--- config.mk ---
export PLATFORM = sky130hd
export DESIGN_NAME = serial_frame_receiver_flat
export DESIGN_NICKNAME = d
export VERILOG_FILES = /design/src/rtl/serial_frame_receiver_if.sv /design/src/rtl/serial_frame_receiver.sv /design/src/flat_wrapper.sv
export SDC_FILE = /design/constraint.sdc
export NUM_CORES = 1
export LEC_CHECK = 0
export CAP_MARGIN = 25
export CORE_ASPECT_RATIO = 1.2
export CORE_MARGIN = 1
export CORE_UTILIZATION = 41
export CTS_CLUSTER_SIZE = 8
export DETAILED_ROUTE_END_ITERATION = 7
export PLACE_DENSITY = 0.7
export SLEW_MARGIN = 25
export SYNTH_ARGS = -nofsm -noshare
export SYNTH_HDL_FRONTEND = slang
export SYNTH_SLANG_ARGS = --single-unit
--- constraint.sdc ---
create_clock -name Clk -period 1.43 [get_ports Clk]
set_input_delay 0.2145 -clock Clk [delete_from_list [all_inputs] [get_ports Clk]]
set_output_delay 0.2145 -clock Clk [all_outputs]
set_load 0.01 [all_outputs]
--- src/rtl/serial_frame_receiver_if.sv ---
// Handshake and status bundle between a serial frame receiver and its consumer.
interface serial_frame_receiver_if #(
    parameter int unsigned DATA_W = 4
);
    logic              Rx;
    logic              Ready;
    logic [DATA_W-1:0] ParalelOutput;
    logic              Valid;
    logic              ParityError;
    logic              FrameError;
    logic              Overrun;
    logic              Busy;

    modport master (
        output Rx, Ready,
        input  ParalelOutput, Valid, ParityError, FrameError, Overrun, Busy
    );

    modport slave (
        input  Rx, Ready,
        output ParalelOutput, Valid, ParityError, FrameError, Overrun, Busy
    );
endinterface

--- src/rtl/serial_frame_receiver.sv ---
// Receives idle-high start/data/parity/stop frames, LSB first, and presents each good
// word behind a Valid/Ready handshake with parity, framing and overrun flags.
module serial_frame_receiver #(
    parameter int unsigned DATA_W       = 4,
    parameter int unsigned CLKS_PER_BIT = 4,
    parameter int unsigned PARITY_EN    = 1
) (
    input logic                    Clk,
    input logic                    Reset,
    serial_frame_receiver_if.slave bus
);

    typedef enum logic [2:0] {
        StIdle,
        StStart,
        StData,
        StParity,
        StStop,
        StWaitIdle
    } state_e;

    localparam int unsigned CntW = (CLKS_PER_BIT > 2) ? $clog2(CLKS_PER_BIT) : 1;
    localparam int unsigned BitW = (DATA_W > 1) ? $clog2(DATA_W) : 1;
    localparam logic [CntW-1:0] HalfM1  = CntW'(CLKS_PER_BIT / 2 - 1);
    localparam logic [CntW-1:0] FullM1  = CntW'(CLKS_PER_BIT - 1);
    localparam logic [BitW-1:0] LastBit = BitW'(DATA_W - 1);

    state_e            state_q, state_d;
    logic [CntW-1:0]   cnt_q, cnt_d;
    logic [BitW-1:0]   bit_q, bit_d;
    logic [DATA_W-1:0] shift_q, shift_d;
    logic [DATA_W-1:0] data_q, data_d;
    logic              perr_q, perr_d;
    logic              valid_q, valid_d;
    logic              pe_q, pe_d;
    logic              fe_q, fe_d;
    logic              ovr_q, ovr_d;
    logic              rx_meta_q, rxs_q;
    logic              load;

    // Synchronizer resets to the idle line level so reset release never looks like a start.
    always_ff @(posedge Clk or negedge Reset) begin
        if (!Reset) begin
            rx_meta_q <= 1'b1;
            rxs_q     <= 1'b1;
        end else begin
            rx_meta_q <= bus.Rx;
            rxs_q     <= rx_meta_q;
        end
    end

    always_ff @(posedge Clk or negedge Reset) begin
        if (!Reset) begin
            state_q <= StIdle;
            cnt_q   <= '0;
            bit_q   <= '0;
            shift_q <= '0;
            data_q  <= '0;
            perr_q  <= 1'b0;
            valid_q <= 1'b0;
            pe_q    <= 1'b0;
            fe_q    <= 1'b0;
            ovr_q   <= 1'b0;
        end else begin
            state_q <= state_d;
            cnt_q   <= cnt_d;
            bit_q   <= bit_d;
            shift_q <= shift_d;
            data_q  <= data_d;
            perr_q  <= perr_d;
            valid_q <= valid_d;
            pe_q    <= pe_d;
            fe_q    <= fe_d;
            ovr_q   <= ovr_d;
        end
    end

    always_comb begin
        state_d = state_q;
        cnt_d   = cnt_q + 1'b1;
        bit_d   = bit_q;
        shift_d = shift_q;
        data_d  = data_q;
        perr_d  = perr_q;
        valid_d = valid_q;
        pe_d    = 1'b0;
        fe_d    = 1'b0;
        ovr_d   = 1'b0;
        load    = 1'b0;

        if (valid_q && bus.Ready) valid_d = 1'b0;

        unique case (state_q)
            StIdle: begin
                cnt_d = '0;
                if (!rxs_q) begin
                    state_d = StStart;
                    bit_d   = '0;
                    perr_d  = 1'b0;
                end
            end
            StStart: begin
                if (cnt_q == HalfM1) begin
                    cnt_d   = '0;
                    state_d = rxs_q ? StIdle : StData;
                end
            end
            StData: begin
                if (cnt_q == FullM1) begin
                    cnt_d               = '0;
                    shift_d             = shift_q >> 1;
                    shift_d[DATA_W-1]   = rxs_q;
                    bit_d               = bit_q + 1'b1;
                    if (bit_q == LastBit) state_d = (PARITY_EN != 0) ? StParity : StStop;
                end
            end
            StParity: begin
                if (cnt_q == FullM1) begin
                    cnt_d   = '0;
                    perr_d  = rxs_q ^ (^shift_q);
                    state_d = StStop;
                end
            end
            StStop: begin
                if (cnt_q == FullM1) begin
                    cnt_d = '0;
                    if (rxs_q) begin
                        state_d = StIdle;
                        if (perr_q) pe_d = 1'b1;
                        else        load = 1'b1;
                    end else begin
                        fe_d    = 1'b1;
                        state_d = StWaitIdle;
                    end
                end
            end
            StWaitIdle: begin
                cnt_d = '0;
                if (rxs_q) state_d = StIdle;
            end
            default: state_d = StIdle;
        endcase

        // A load coinciding with a consume keeps Valid high without flagging overrun.
        if (load) begin
            data_d  = shift_q;
            valid_d = 1'b1;
            ovr_d   = valid_q && !bus.Ready;
        end
    end

    assign bus.ParalelOutput = data_q;
    assign bus.Valid         = valid_q;
    assign bus.ParityError   = pe_q;
    assign bus.FrameError    = fe_q;
    assign bus.Overrun       = ovr_q;
    assign bus.Busy          = (state_q != StIdle);

endmodule

--- src/flat_wrapper.sv ---
// flat-port wrapper written by rule: the top's interface ports become plain ports
module serial_frame_receiver_flat 
#(
    parameter int unsigned DATA_W       = 4,
    parameter int unsigned CLKS_PER_BIT = 4,
    parameter int unsigned PARITY_EN    = 1
)
  (Clk, Reset, bus_Rx, bus_Ready, bus_ParalelOutput, bus_Valid, bus_ParityError, bus_FrameError, bus_Overrun, bus_Busy);
  serial_frame_receiver_if #(.DATA_W(DATA_W)) bus_i ();
  input logic Clk;
  input logic Reset;
  input wire logic [$bits(bus_i.Rx)-1:0] bus_Rx;
  input wire logic [$bits(bus_i.Ready)-1:0] bus_Ready;
  output wire logic [$bits(bus_i.ParalelOutput)-1:0] bus_ParalelOutput;
  output wire logic [$bits(bus_i.Valid)-1:0] bus_Valid;
  output wire logic [$bits(bus_i.ParityError)-1:0] bus_ParityError;
  output wire logic [$bits(bus_i.FrameError)-1:0] bus_FrameError;
  output wire logic [$bits(bus_i.Overrun)-1:0] bus_Overrun;
  output wire logic [$bits(bus_i.Busy)-1:0] bus_Busy;
  assign bus_i.Rx = bus_Rx;
  assign bus_i.Ready = bus_Ready;
  assign bus_ParalelOutput = bus_i.ParalelOutput;
  assign bus_Valid = bus_i.Valid;
  assign bus_ParityError = bus_i.ParityError;
  assign bus_FrameError = bus_i.FrameError;
  assign bus_Overrun = bus_i.Overrun;
  assign bus_Busy = bus_i.Busy;
  serial_frame_receiver #(.DATA_W(DATA_W), .CLKS_PER_BIT(CLKS_PER_BIT), .PARITY_EN(PARITY_EN)) u_core (.Clk(Clk), .Reset(Reset), .bus(bus_i));
endmodule
==> reports/results.tsv, run 1 <==
stage	metric	value	unit
global_route	antenna_found_initial	0	
synthesis	syn_avg_cell_area	12.8	µm²
die	io-pin-count	13	
global_route	grt_overflow_total	0	
synthesis	netlist_instances	87	
route	wl_met1	910	µm
route	drt_first_pass_iters	4	
cells_and_area	diodes	0	
route	via_per_inst	5.08	
cells_and_area	nets	130	
run_status	violations	negative setup slack	
pwr	peakVddDrop	618	µV
route	wl_met3	63	µm
global_route	track_usage	17.3	%
route	drtIter0Drc	9	
run_status	status	finished, violations left	
worst_setup_path	crit_chain	or3_1 > buf_2	
timing	period_share	101	%
timing	rsz0062_at_grt	true	
timing	finalSetupViolCount	1	
die	die_h	59.0	µm
global_route	grt_pass1_vias	822	
cells_and_area	layout.cells.non_filler	153	
place	gp_congestion	0.770	
clock_network	cts_root_buffer	clkbuf_4	
clock_network	ctsHoldBuffers	0	
route	routedWlPerCell	14.0	µm
timing	clock_skew	0.00525	ns
cells_and_area	drive_gt1_share	36.7	%
clock_network	cts_tree	done	
synthesis	synth_warnings	0	
route	top_layer	met4	
route	vias	777	
global_route	grt_max_degree	13	
clock_network	insertion_delay	0.31	ns
synthesis	yosysUniqueCellTypes	38	
pwr	power.density	1510	mW/mm²
worst_setup_path	cp.arrival	1.23	ns
flow_run	maxCapViolCount	0	
cells_and_area	syn_to_final_growth	32.4	%
synthesis	synth_seq_cells	22	
die	die-area	0.00292	mm²
clock_network	cts.path.max_buffers	2	
worst_setup_path	crit_fanout	2	
die	dieWidth	49.5	µm
worst_setup_path	crit_path_start_kind	flip-flop	
timing	hold_viol	0	
clock_network	clkTransAtPathRegs	0.12	ns
clock_network	cts.sinks	22	
timing	finalCriticalPeriod	1.44	ns
worst_hold_path	hold_path.class	in2async	
die	num_rows	20	
worst_setup_path	end_kind	output port	
place	place_hpwl	1.61	mm
die	initial_core_util	43.5	%
die	core	0.00255	mm²
timing	slew_headroom	79.3	%
worst_setup_path	cp.required	1.22	ns
route	ant_nets	0	
route	met2_length	1.13	mm
timing	setup_ws	-0.0146	ns
timing	drv_slew	0	
route	wl	2.14	mm
synthesis	syn-num-nets	96	
place	place_ws	-0.00169	ns
worst_setup_path	crit_path_top_delay_cell	dfrtp_1	
clock_network	cts_buffers	3	
global_route	grt_pass1_wl	3.68	mm
synthesis	synth-seq-area-share	49.8	%
timing	worstMarginPinSlew	0.309	ns
synthesis	netlist_area	0.00111	mm²
pwr	p_leak	0.809	nW
clock_network	htreeDepth	1	
place	dp_cells	145	
worst_setup_path	worstSetupPathType	reg2out	
timing	fmax	692	MHz
place	port_buffers	12	
route	drcViolationCount	0	
worst_setup_path	cp_slowest_stage_delay	0.39	ns
synthesized netlist by cell type, drive strengths merged:
cell      n  area [µm²]
nor3b     1        7.51
nand2b    1        6.26
a21oi     3        18.8
and3      1        7.51
o22ai     1        6.26
nand2     4        15.0
and2      1        7.51
nor4b     1        23.8
nor4bb    1        10.0
ha        5        62.6
o2bb2ai   2        17.5
nor2      4        15.0
a21o      1        7.51
or2       1        6.26
o211ai    2        15.0
mux2i     2        20.0
and4bb    1        16.3
nand4bb   1        11.3
xnor3     1        22.5
dfstp     2        52.6
nand3b    1        20.0
buf       3        21.3
nor3      1        5.00
inv       5        18.8
a31oi     1        6.26
a31o      1        8.76
o32a      1        10.0
dfrtp    20         500
a22o      1        8.76
o21ai     4        20.0
xnor2     2        17.5
mux2      8         105
or3       2        12.5
nor2b     1        6.26
cell type report:
type / instances / area [µm²]
inverter: 5 / 18.8
multi-input combinational: 57 / 544
tap: 33 / 41.3
clock buffer: 4 / 36.3
fill: 217 / 1080
sequential: 22 / 554
timing repair buffer: 32 / 274
power by group:
part           total (W)  leakage [nW]  switching, W  internal (W)
Combinational    0.00100         0.498      0.000446      0.000558
Sequential      0.000873         0.290      0.000124      0.000750
Clock           0.000341        0.0210      0.000186      0.000156
Total            0.00222         0.809      0.000755       0.00146
stage by stage:
step | util [%] | hold WS, ns | cell area (µm²) | TNS [ns] | power (W)
after CTS | 55.8 | 0.144 | 1420 | -0.0386 | 0.00217
final | 57.5 | 0.139 | 1470 | -0.0146 | 0.00222
after global routing | 57.5 | 0.140 | 1470 | -0.227 | 0.00238
after floorplan | - | -0.0811 | 1120 | 0 | 0.00148
after detailed placement | 54.2 | 0.349 | 1380 | -0.00169 | 0.00183
after global placement | 54.2 | 0.347 | 1380 | 0 | 0.00180
critical path: cells and delay by family (launching register included):
kind / cells / cell delay [ns]
buf+inv: 1 / 0.15
simple gates: 1 / 0.38
flops: 1 / 0.39
cells in the final DEF (no fill, tap or decap), types with 2 or more instances in the layout:
master,instances
xnor2_1,2
o211ai_1,2
a21oi_1,2
dlygate4sd2_1,4
dfrtp_1,19
dlymetal6s2s_1,4
clkdlybuf4s50_1,3
nor2_1,4
ha_1,4
inv_1,4
mux2i_1,2
o2bb2ai_1,2
buf_4,19
dfstp_2,2
nand2_1,4
mux2_4,8
or3_1,2
o21ai_0,4
clkbuf_4,3
per-layer routing:
metal | up-vias | global-route usage, %
li1 | 379 | -
met1 | 376 | 20.2
met2 | 17 | 31.1
met3 | 5 | 2.31
met4 | 0 | 9.39
met5 | - | 0
flip-flops by register name (all words and copies together), names as in the netlist:
signal and cells:
u_core.bus.ParalelOutput 4, u_core.shift_q 4, u_core.state_q 3, u_core.bit_q 2
u_core.cnt_q 2, u_core.bus.FrameError 1, u_core.bus.Overrun 1, u_core.bus.ParityError 1
u_core.bus.Valid 1, u_core.perr_q 1, u_core.rx_meta_q 1, u_core.rxs_q 1
final timing paths:
kind	start	endpoint	slack (ns)	cells after the start
worst max-delay path	u_core.state_q[1]	bus_Busy	-0.01	2
worst min-delay path	Reset	u_core.bus.Valid	0.14	1
worst max register to register	u_core.state_q[0]	u_core.shift_q[2]	0.01	4
worst min register to register	u_core.rx_meta_q	u_core.rxs_q	0.36	0
max in group asynchronous	Reset	u_core.cnt_q[1]	0.85	2
min in group Clk	bus_Rx	u_core.rx_meta_q	0.29	1
logic make-up after synthesis:
kind of cell               count (synthesis)  synth area share (%)
muxes                                     10                  11.3
DFF                                       22                  49.8
and+or+nand+nor                           22                  15.3
buffers and inverters                      8                  3.61
xor gates and xnor gates                   3                  3.61
adders and majority gates                  5                  5.64
AOI/OAI and AO/OA                         17                  10.7
timing repair:
| item | CTS | global route |
|---|---|---|
| buffers inserted | 2 | 2 |
| gates cloned | 0 | 0 |
| setup endpoints to repair | 13 | 15 |
| pin swaps | 3 | 2 |
| gates resized for setup | 8 | 10 |
(Power assumes the default switching activity.)
==> inputs of run 2 (changes only) <==
--- a/config.mk
+++ b/config.mk
@@ -5,7 +5,6 @@
 export SDC_FILE = /design/constraint.sdc
 export NUM_CORES = 1
 export LEC_CHECK = 0
-export CAP_MARGIN = 25
 export CORE_ASPECT_RATIO = 1.2
 export CORE_MARGIN = 1
 export CORE_UTILIZATION = 41
==> results of run 2 <==
No change in the layout: final DEF, timing and power equal those of run 1.
